### config.mk
export PLATFORM = sky130hd
export DESIGN_NAME = fp_minmax_stream
export DESIGN_NICKNAME = d
export VERILOG_FILES = /design/src/rtl/fp_minmax_stream.sv
export SDC_FILE = /design/constraint.sdc
export NUM_CORES = 1
export LEC_CHECK = 0
export BUFFER_PORTS_ARGS = -buffer_cell sky130_fd_sc_hd__buf_4
export CORE_ASPECT_RATIO = 0.7
export CORE_MARGIN = 2
export CORE_UTILIZATION = 24
export CTS_BUF_LIST = sky130_fd_sc_hd__clkbuf_16
export DETAILED_ROUTE_END_ITERATION = 10
export SKIP_CTS_REPAIR_TIMING = 1
export SYNTH_ARGS = -nofsm -noshare
export SYNTH_HDL_FRONTEND = slang
export SYNTH_SLANG_ARGS = --single-unit
export TNS_END_PERCENT = 50
### constraint.sdc
create_clock -name clk -period 4.86 [get_ports clk]
set_input_delay 0.729 -clock clk [delete_from_list [all_inputs] [get_ports clk]]
set_output_delay 0.729 -clock clk [all_outputs]
set_load 0.02 [all_outputs]
### src/rtl/fp_minmax_stream.sv
// fp_minmax_stream: two-stage FMIN/FMAX unit (IEEE-754-2008 minNum/maxNum,
// RISC-V NaN and signed-zero rules) with an accumulating reduction mode.
// S1 holds the compare/accumulate result, S2 is the output register; the
// whole pipe stalls while S2 holds an unaccepted result.
module fp_minmax_stream #(
    parameter int EXP_W = 8,
    parameter int MAN_W = 23,
    parameter int CNT_W = 16,
    localparam int W = 1 + EXP_W + MAN_W
) (
    input  logic             clk,
    input  logic             rst_n,
    input  logic             in_valid,
    output logic             in_ready,
    input  logic [W-1:0]     op_a,
    input  logic [W-1:0]     op_b,
    input  logic [2:0]       rm,
    input  logic             in_red,
    input  logic             in_first,
    input  logic             in_last,
    output logic             out_valid,
    input  logic             out_ready,
    output logic [W-1:0]     result,
    output logic             nv,
    output logic [CNT_W-1:0] count
);

    localparam logic [W-1:0] CANON_NAN = {1'b0, {EXP_W{1'b1}}, 1'b1, {(MAN_W-1){1'b0}}};
    localparam logic [W-1:0] SIGN_BIT  = {1'b1, {(W-1){1'b0}}};

    function automatic logic f_is_nan(input logic [W-1:0] x);
        return (&x[W-2:MAN_W]) && (|x[MAN_W-1:0]);
    endfunction

    function automatic logic f_is_snan(input logic [W-1:0] x);
        return f_is_nan(x) && !x[MAN_W-1];
    endfunction

    // Monotone unsigned key: -0 sorts just below +0, negatives reversed.
    function automatic logic [W-1:0] f_key(input logic [W-1:0] x);
        return x[W-1] ? ~x : (x ^ SIGN_BIT);
    endfunction

    function automatic logic [W-1:0] f_minmax(input logic [W-1:0] x,
                                              input logic [W-1:0] y,
                                              input logic         is_max);
        logic nx, ny, lt;
        nx = f_is_nan(x);
        ny = f_is_nan(y);
        lt = f_key(x) < f_key(y);
        if (nx && ny)   return CANON_NAN;
        else if (nx)    return y;
        else if (ny)    return x;
        else if (is_max) return lt ? y : x;
        else            return lt ? x : y;
    endfunction

    // Accumulator state (reduction only)
    logic [W-1:0]     r_acc;
    logic [CNT_W-1:0] r_acc_cnt;
    logic             r_acc_nv;
    logic             r_acc_max;
    logic             r_open;

    // Pipeline registers
    logic             r_s1_valid;
    logic [W-1:0]     r_s1_res;
    logic             r_s1_nv;
    logic [CNT_W-1:0] r_s1_cnt;
    logic             r_out_valid;
    logic [W-1:0]     r_out_res;
    logic             r_out_nv;
    logic [CNT_W-1:0] r_out_cnt;

    logic             w_advance;
    logic             w_accept;
    logic             w_red_first;
    logic             w_red_max;
    logic [W-1:0]     w_pair_res;
    logic             w_pair_nv;
    logic [W-1:0]     w_red_res;
    logic [CNT_W-1:0] w_red_cnt;
    logic             w_red_nv;
    logic             w_emit;

    assign w_advance = !r_out_valid || out_ready;
    assign in_ready  = w_advance;
    assign w_accept  = in_valid && w_advance;

    // A non-first beat arriving with no open reduction starts a new one.
    assign w_red_first = in_first || !r_open;
    assign w_red_max   = w_red_first ? (rm != 3'b000) : r_acc_max;
    assign w_red_res   = f_minmax(op_a, w_red_first ? op_a : r_acc, w_red_max);
    assign w_red_cnt   = w_red_first ? CNT_W'(1)
                       : ((&r_acc_cnt) ? r_acc_cnt : r_acc_cnt + CNT_W'(1));
    assign w_red_nv    = f_is_snan(op_a) || (!w_red_first && r_acc_nv);

    assign w_pair_res  = f_minmax(op_a, op_b, rm != 3'b000);
    assign w_pair_nv   = f_is_snan(op_a) || f_is_snan(op_b);

    // Only pairwise beats and the last reduction beat produce a result.
    assign w_emit = w_accept && (!in_red || in_last);

    // Accumulator: updates on every accepted reduction beat; pairwise beats leave it alone.
    always_ff @(posedge clk or negedge rst_n) begin
        if (!rst_n) begin
            r_acc     <= '0;
            r_acc_cnt <= '0;
            r_acc_nv  <= 1'b0;
            r_acc_max <= 1'b0;
            r_open    <= 1'b0;
        end else if (w_accept && in_red) begin
            r_acc     <= w_red_res;
            r_acc_cnt <= w_red_cnt;
            r_acc_nv  <= w_red_nv;
            r_acc_max <= w_red_max;
            r_open    <= !in_last;
        end
    end

    // S1: captures the pairwise result or the finished reduction; bubble otherwise.
    always_ff @(posedge clk or negedge rst_n) begin
        if (!rst_n) begin
            r_s1_valid <= 1'b0;
            r_s1_res   <= '0;
            r_s1_nv    <= 1'b0;
            r_s1_cnt   <= '0;
        end else if (w_advance) begin
            r_s1_valid <= w_emit;
            if (w_emit) begin
                r_s1_res <= in_red ? w_red_res : w_pair_res;
                r_s1_nv  <= in_red ? w_red_nv  : w_pair_nv;
                r_s1_cnt <= in_red ? w_red_cnt : CNT_W'(2);
            end
        end
    end

    // S2: output register, held while the consumer stalls.
    always_ff @(posedge clk or negedge rst_n) begin
        if (!rst_n) begin
            r_out_valid <= 1'b0;
            r_out_res   <= '0;
            r_out_nv    <= 1'b0;
            r_out_cnt   <= '0;
        end else if (w_advance) begin
            r_out_valid <= r_s1_valid;
            if (r_s1_valid) begin
                r_out_res <= r_s1_res;
                r_out_nv  <= r_s1_nv;
                r_out_cnt <= r_s1_cnt;
            end
        end
    end

    assign out_valid = r_out_valid;
    assign result    = r_out_res;
    assign nv        = r_out_nv;
    assign count     = r_out_cnt;

endmodule

==> results by stage <==
Setup path:
- The slowest cell on the critical path is sky130_fd_sc_hd__nand2b_2.
- Along the worst path, the maximum fanout reaches 30.
- At the worst endpoint, the arrival time is 4.52 ns.
- The setup path with the least slack is of type in2reg.
- At the worst endpoint, the required time is 5.16 ns.
- In this run the worst setup path begins at in_first.
- In this run the critical register-to-register path is launched from r_open.
- The critical path goes through buf_4, nand2b_2, buf_4, mux2i_1, xnor2_1, ha_1, a211oi_1, o21ai_1, a211oi_1, a211oi_2, a31oi_4, xor2_2, o21a_2, buf_12, mux2_2, a221o_1.
- The type of element launching the critical path is an input pin.
- The worst setup path is captured at a flip-flop.
- For this run, the slowest stage of the critical path takes 0.44 ns.

Synthesis:
- The number of flip-flops and latches in the synthesized netlist is 151.
- Sorting the synthesized cells by how often they occur yields 151 x sky130_fd_sc_hd__dfrtp_1, 71 x sky130_fd_sc_hd__mux2_2, 68 x sky130_fd_sc_hd__xnor2_1.
- The number of synthesized flops with an enable pin is 0.
- The mean area per synthesized cell is 10.2 um^2.
- Of all cell types, the one taking the most synthesized area is sky130_fd_sc_hd__dfrtp_1.
- Summing the sequential cell areas from Yosys gives 38.6% of the chip area.
- The most used flip-flop cell after synthesis is sky130_fd_sc_hd__dfrtp_1.
- Synthesis produced a netlist with a net count of 1101.
- After synthesis, the cell types taking the most area are sky130_fd_sc_hd__dfrtp_1 39%, sky130_fd_sc_hd__mux2_2 8.2%, sky130_fd_sc_hd__ha_1 8.0%.
- The mapped netlist covers 9790 um^2.
- The number of warnings issued by yosys is 0.
- The share of the synthesized area in the top cell type is 38.6%.
- Counting distinct cell types in the post-synthesis netlist gives 60.
- Of all flip-flops after synthesis, the portion carrying an async set or reset was 100%.
- The dominant cell by count in the synthesized netlist is sky130_fd_sc_hd__dfrtp_1.
- The cell count after synthesis is 964.

Drt:
- The final layout contains routed wiring with a total length of 32.7 mm.
- The total number of vias is 8270.
- The routed length per instance is 20.2 um.
- For this run, design rule violations remaining after detail routing come to 0.
- The first-pass iteration count of the detailed router is 5.
- The detail route stage leaves a number of antenna-violating nets equal to 0.
- The number of DRC markers in iteration 0 is 799.
- Dividing the detail-routed via count by the number of cells gives 5.11.

Power and ir drop:
- In this run switching power makes up 36.9% of total power.
- Dividing total power by cell area gives a power density of 430 nW/um^2.
- In this run the static leakage power is 5.29 nW.
- Per report_power, the clock group accounts for 25.9% of the total.
- The analysis attributes to net switching a power of 1.90 mW.
- Of the total power, registers draw 36.4%.
- Cell internal power was estimated by the tool at 3.25 mW.
- In this run, the combinational gates consume 37.6% of the power.
- The peak ir drop on the vdd network is 247 uV.
- Overall power consumption after layout is estimated at 5.15 mW.

Placement:
- The count of buffers added on input and output ports is 124.
- Once detailed placement completed, the half-perimeter wirelength came to 24.9 mm.
- The final weighted congestion in routability-driven placement is 0.910.

Cells and area:
- The number of filler instances in the final layout is 4175.
- The multi-input combinational cells in the finished layout cover a total of 5740 um^2.
- Registers take 3780 um^2.
- The area growth from synthesis to final layout is 22.4%.
- In the final design database the tool counted 1205 nets.
- Cells with a size suffix above 1 make up 25.0% of the layout.

Clocking:
- The insertion delay to the later sink of the worst-skew pair is 0.42 ns.
- The TritonCTS clock tree is built.
- The H-tree depth reported by CTS is 4.
- The number of buffers created by CTS is 17.
- After clock tree synthesis, the clock-pin slew on the worst setup and hold paths is 0.07 ns.
- The tree is rooted in a sky130_fd_sc_hd__clkbuf_16.
- The clock sink total is 151.
- The clock tree buffer depth is 2.

Global routing:
- After global routing the overflow that remains totals 0.
- The total global-route track usage is 15.4%.
- The number of global-route vias before repair came to 8101.
- Entering global routing, the biggest net connects 90 pins.
- The first global-routing pass estimated 50.8 mm of wire.
- The initial antenna violation count is 1.

Timing:
- Hold is met by 0.337 ns.
- The final sum of negative setup slack is 0 ns.
- In this run the tightest slew margin relative to its limit is 38.9%.
- The final number of max-transition violations was 0.
- Setup repair after global routing left no endpoint under its margin.
- The share of the clock period used by the worst path after layout is 86.9%.
- The time the final worst path needs with I/O delays and setup is 4.22 ns.
- Between clock sinks in the finished design, the worst skew comes to 0.0147 ns.
- The transition at the pin with the smallest max-transition slack is 0.910 ns.
- Setup violations remaining at the end of the flow were counted as 0.
- Derived from the worst setup path, the maximum achievable clock frequency is 0.237 GHz.
- The hold violation total from the final report is 0.

Die:
- The row count is 61.
- In this run the vertical extent of the chip is 173 um.
- The die is 245 um wide.
- The number of top-level pins is 125.
- The core footprint is 40000 um^2.
- The die footprint is 42500 um^2.
- The initial core utilization is 24.5%.

Min path:
- The type of the tightest min-delay check is in2async.

Status:
- The flow ran to the end, and the final reports show no timing, DRC or antenna violations.

Job:
- The total of max-cap violations is 0.
==> logic make-up (layout without fill, tap and decap cells) <==
kind of cell             count (synthesis)  in the layout  share of synthesized area (%)
AO/OA/AOI/OAI                          251            251                           17.7
AND/OR/NAND/NOR                        211            211                           10.7
flip-flops                             151            151                           38.6
multiplexers                           109            109                           12.2
XOR/XNOR                               107            107                           9.65
buffers and inverters                   72            189                           3.08
adder cells (fa/ha/maj)                 63             63                           8.05
other                                    0              1                              0
==> flip-flops by register name, indices dropped and copies added, names as in the netlist <==
register    flops
r_acc          32
r_acc_nv        1
r_s1_valid      1
r_s1_cnt       16
r_open          1
result         32
r_s1_res       32
r_acc_max       1
nv              1
r_acc_cnt      16
out_valid       1
r_s1_nv         1
count          16
==> area by class of cell <==
cell class,instances,area share [%]
Sequential cell,151,31.5
Clock inverter,15,1.39
Inverter,9,0.282
Clock buffer,17,3.55
Timing Repair Buffer,148,9.82
Antenna cell,1,0.0209
Tap cell,535,5.58
Multi-Input combinational cell,741,47.9
==> worst max-delay path, delay by kind of cell <==
| kind | cells | cell delay [ns] |
|---|---|---|
| AO/OA/AOI/OAI | 7 | 1.61 |
| AND/OR/NAND/NOR | 1 | 0.44 |
| buffers and inverters | 3 | 0.59 |
| XOR/XNOR | 2 | 0.30 |
| adder cells (fa/ha/maj) | 1 | 0.18 |
| multiplexers | 2 | 0.63 |
==> metrics by stage <==
stage	std cells	area (um^2)	utilization, %	worst slack, ns
2_1_floorplan	964	9790	-	0.0701
3_3_place_gp	1584	11400	28.5	0.314
3_5_place_dp	1584	11400	28.5	0.258
4_1_cts	1616	12000	30.0	0.697
5_1_grt	1616	12000	30.0	0.420
6_report	1617	12000	30.0	0.637
==> cell usage in the layout (no fill, tap or decap), types with 4 or more instances in the layout <==
master and n:
sky130_fd_sc_hd__dfrtp_1 151, sky130_fd_sc_hd__buf_4 142, sky130_fd_sc_hd__mux2_2 71, sky130_fd_sc_hd__xnor2_1 68, sky130_fd_sc_hd__ha_1 63, sky130_fd_sc_hd__o21ai_0 62, sky130_fd_sc_hd__a21oi_1 57, sky130_fd_sc_hd__nand2_1 57
sky130_fd_sc_hd__nand3_1 39, sky130_fd_sc_hd__xor2_1 38, sky130_fd_sc_hd__nor2_1 34, sky130_fd_sc_hd__mux2i_1 34, sky130_fd_sc_hd__a22o_1 31, sky130_fd_sc_hd__a221o_1 23, sky130_fd_sc_hd__nand4_1 19, sky130_fd_sc_hd__clkbuf_16 17
sky130_fd_sc_hd__nor4_1 16, sky130_fd_sc_hd__nor3_1 11, sky130_fd_sc_hd__o31ai_1 10, sky130_fd_sc_hd__a211oi_1 10, sky130_fd_sc_hd__a21o_1 10, sky130_fd_sc_hd__inv_1 9, sky130_fd_sc_hd__o22a_1 7, sky130_fd_sc_hd__and3_1 6
sky130_fd_sc_hd__o21a_1 6, sky130_fd_sc_hd__a31oi_1 6, sky130_fd_sc_hd__nand2b_1 5, sky130_fd_sc_hd__inv_6 5, sky130_fd_sc_hd__buf_12 5, sky130_fd_sc_hd__nor2b_1 4, sky130_fd_sc_hd__or3_1 4, sky130_fd_sc_hd__a21boi_0 4
sky130_fd_sc_hd__and4_1 4, sky130_fd_sc_hd__a221oi_1 4
==> worst paths after layout <==
check / end / slack (ns) / cells after the start
worst max-delay path: r_s1_res[11] / 0.64 / 16
worst min-delay path: count[14] / 0.34 / 1
worst max register to register: r_s1_res[11] / 0.67 / 15
worst min register to register: r_s1_cnt[0] / 0.46 / 2
max in group asynchronous: result[16] / 3.50 / 2
min in group clk: r_s1_cnt[0] / 0.46 / 2
==> routing by layer <==
layer | GRT usage (%) | up-vias | routed length [um]
li1 | - | 3805 | -
met1 | 22.2 | 4045 | 15300
met2 | 22.1 | 376 | 13800
met3 | 4.02 | 44 | 2700
met4 | 5.40 | 0 | 873
met5 | 0 | - | 0
==> power by group through the flow <==
stage               Combinational (mW)  Clock [mW]  Sequential, mW
floorplan                         1.10           0            1.93
global placement                  1.90           0            1.89
detailed placement                1.93           0            1.88
CTS                               1.94        1.35            1.86
global route                      2.12        1.41            1.91
finish                            1.94        1.34            1.88
Power figures use the tool's default switching activity.
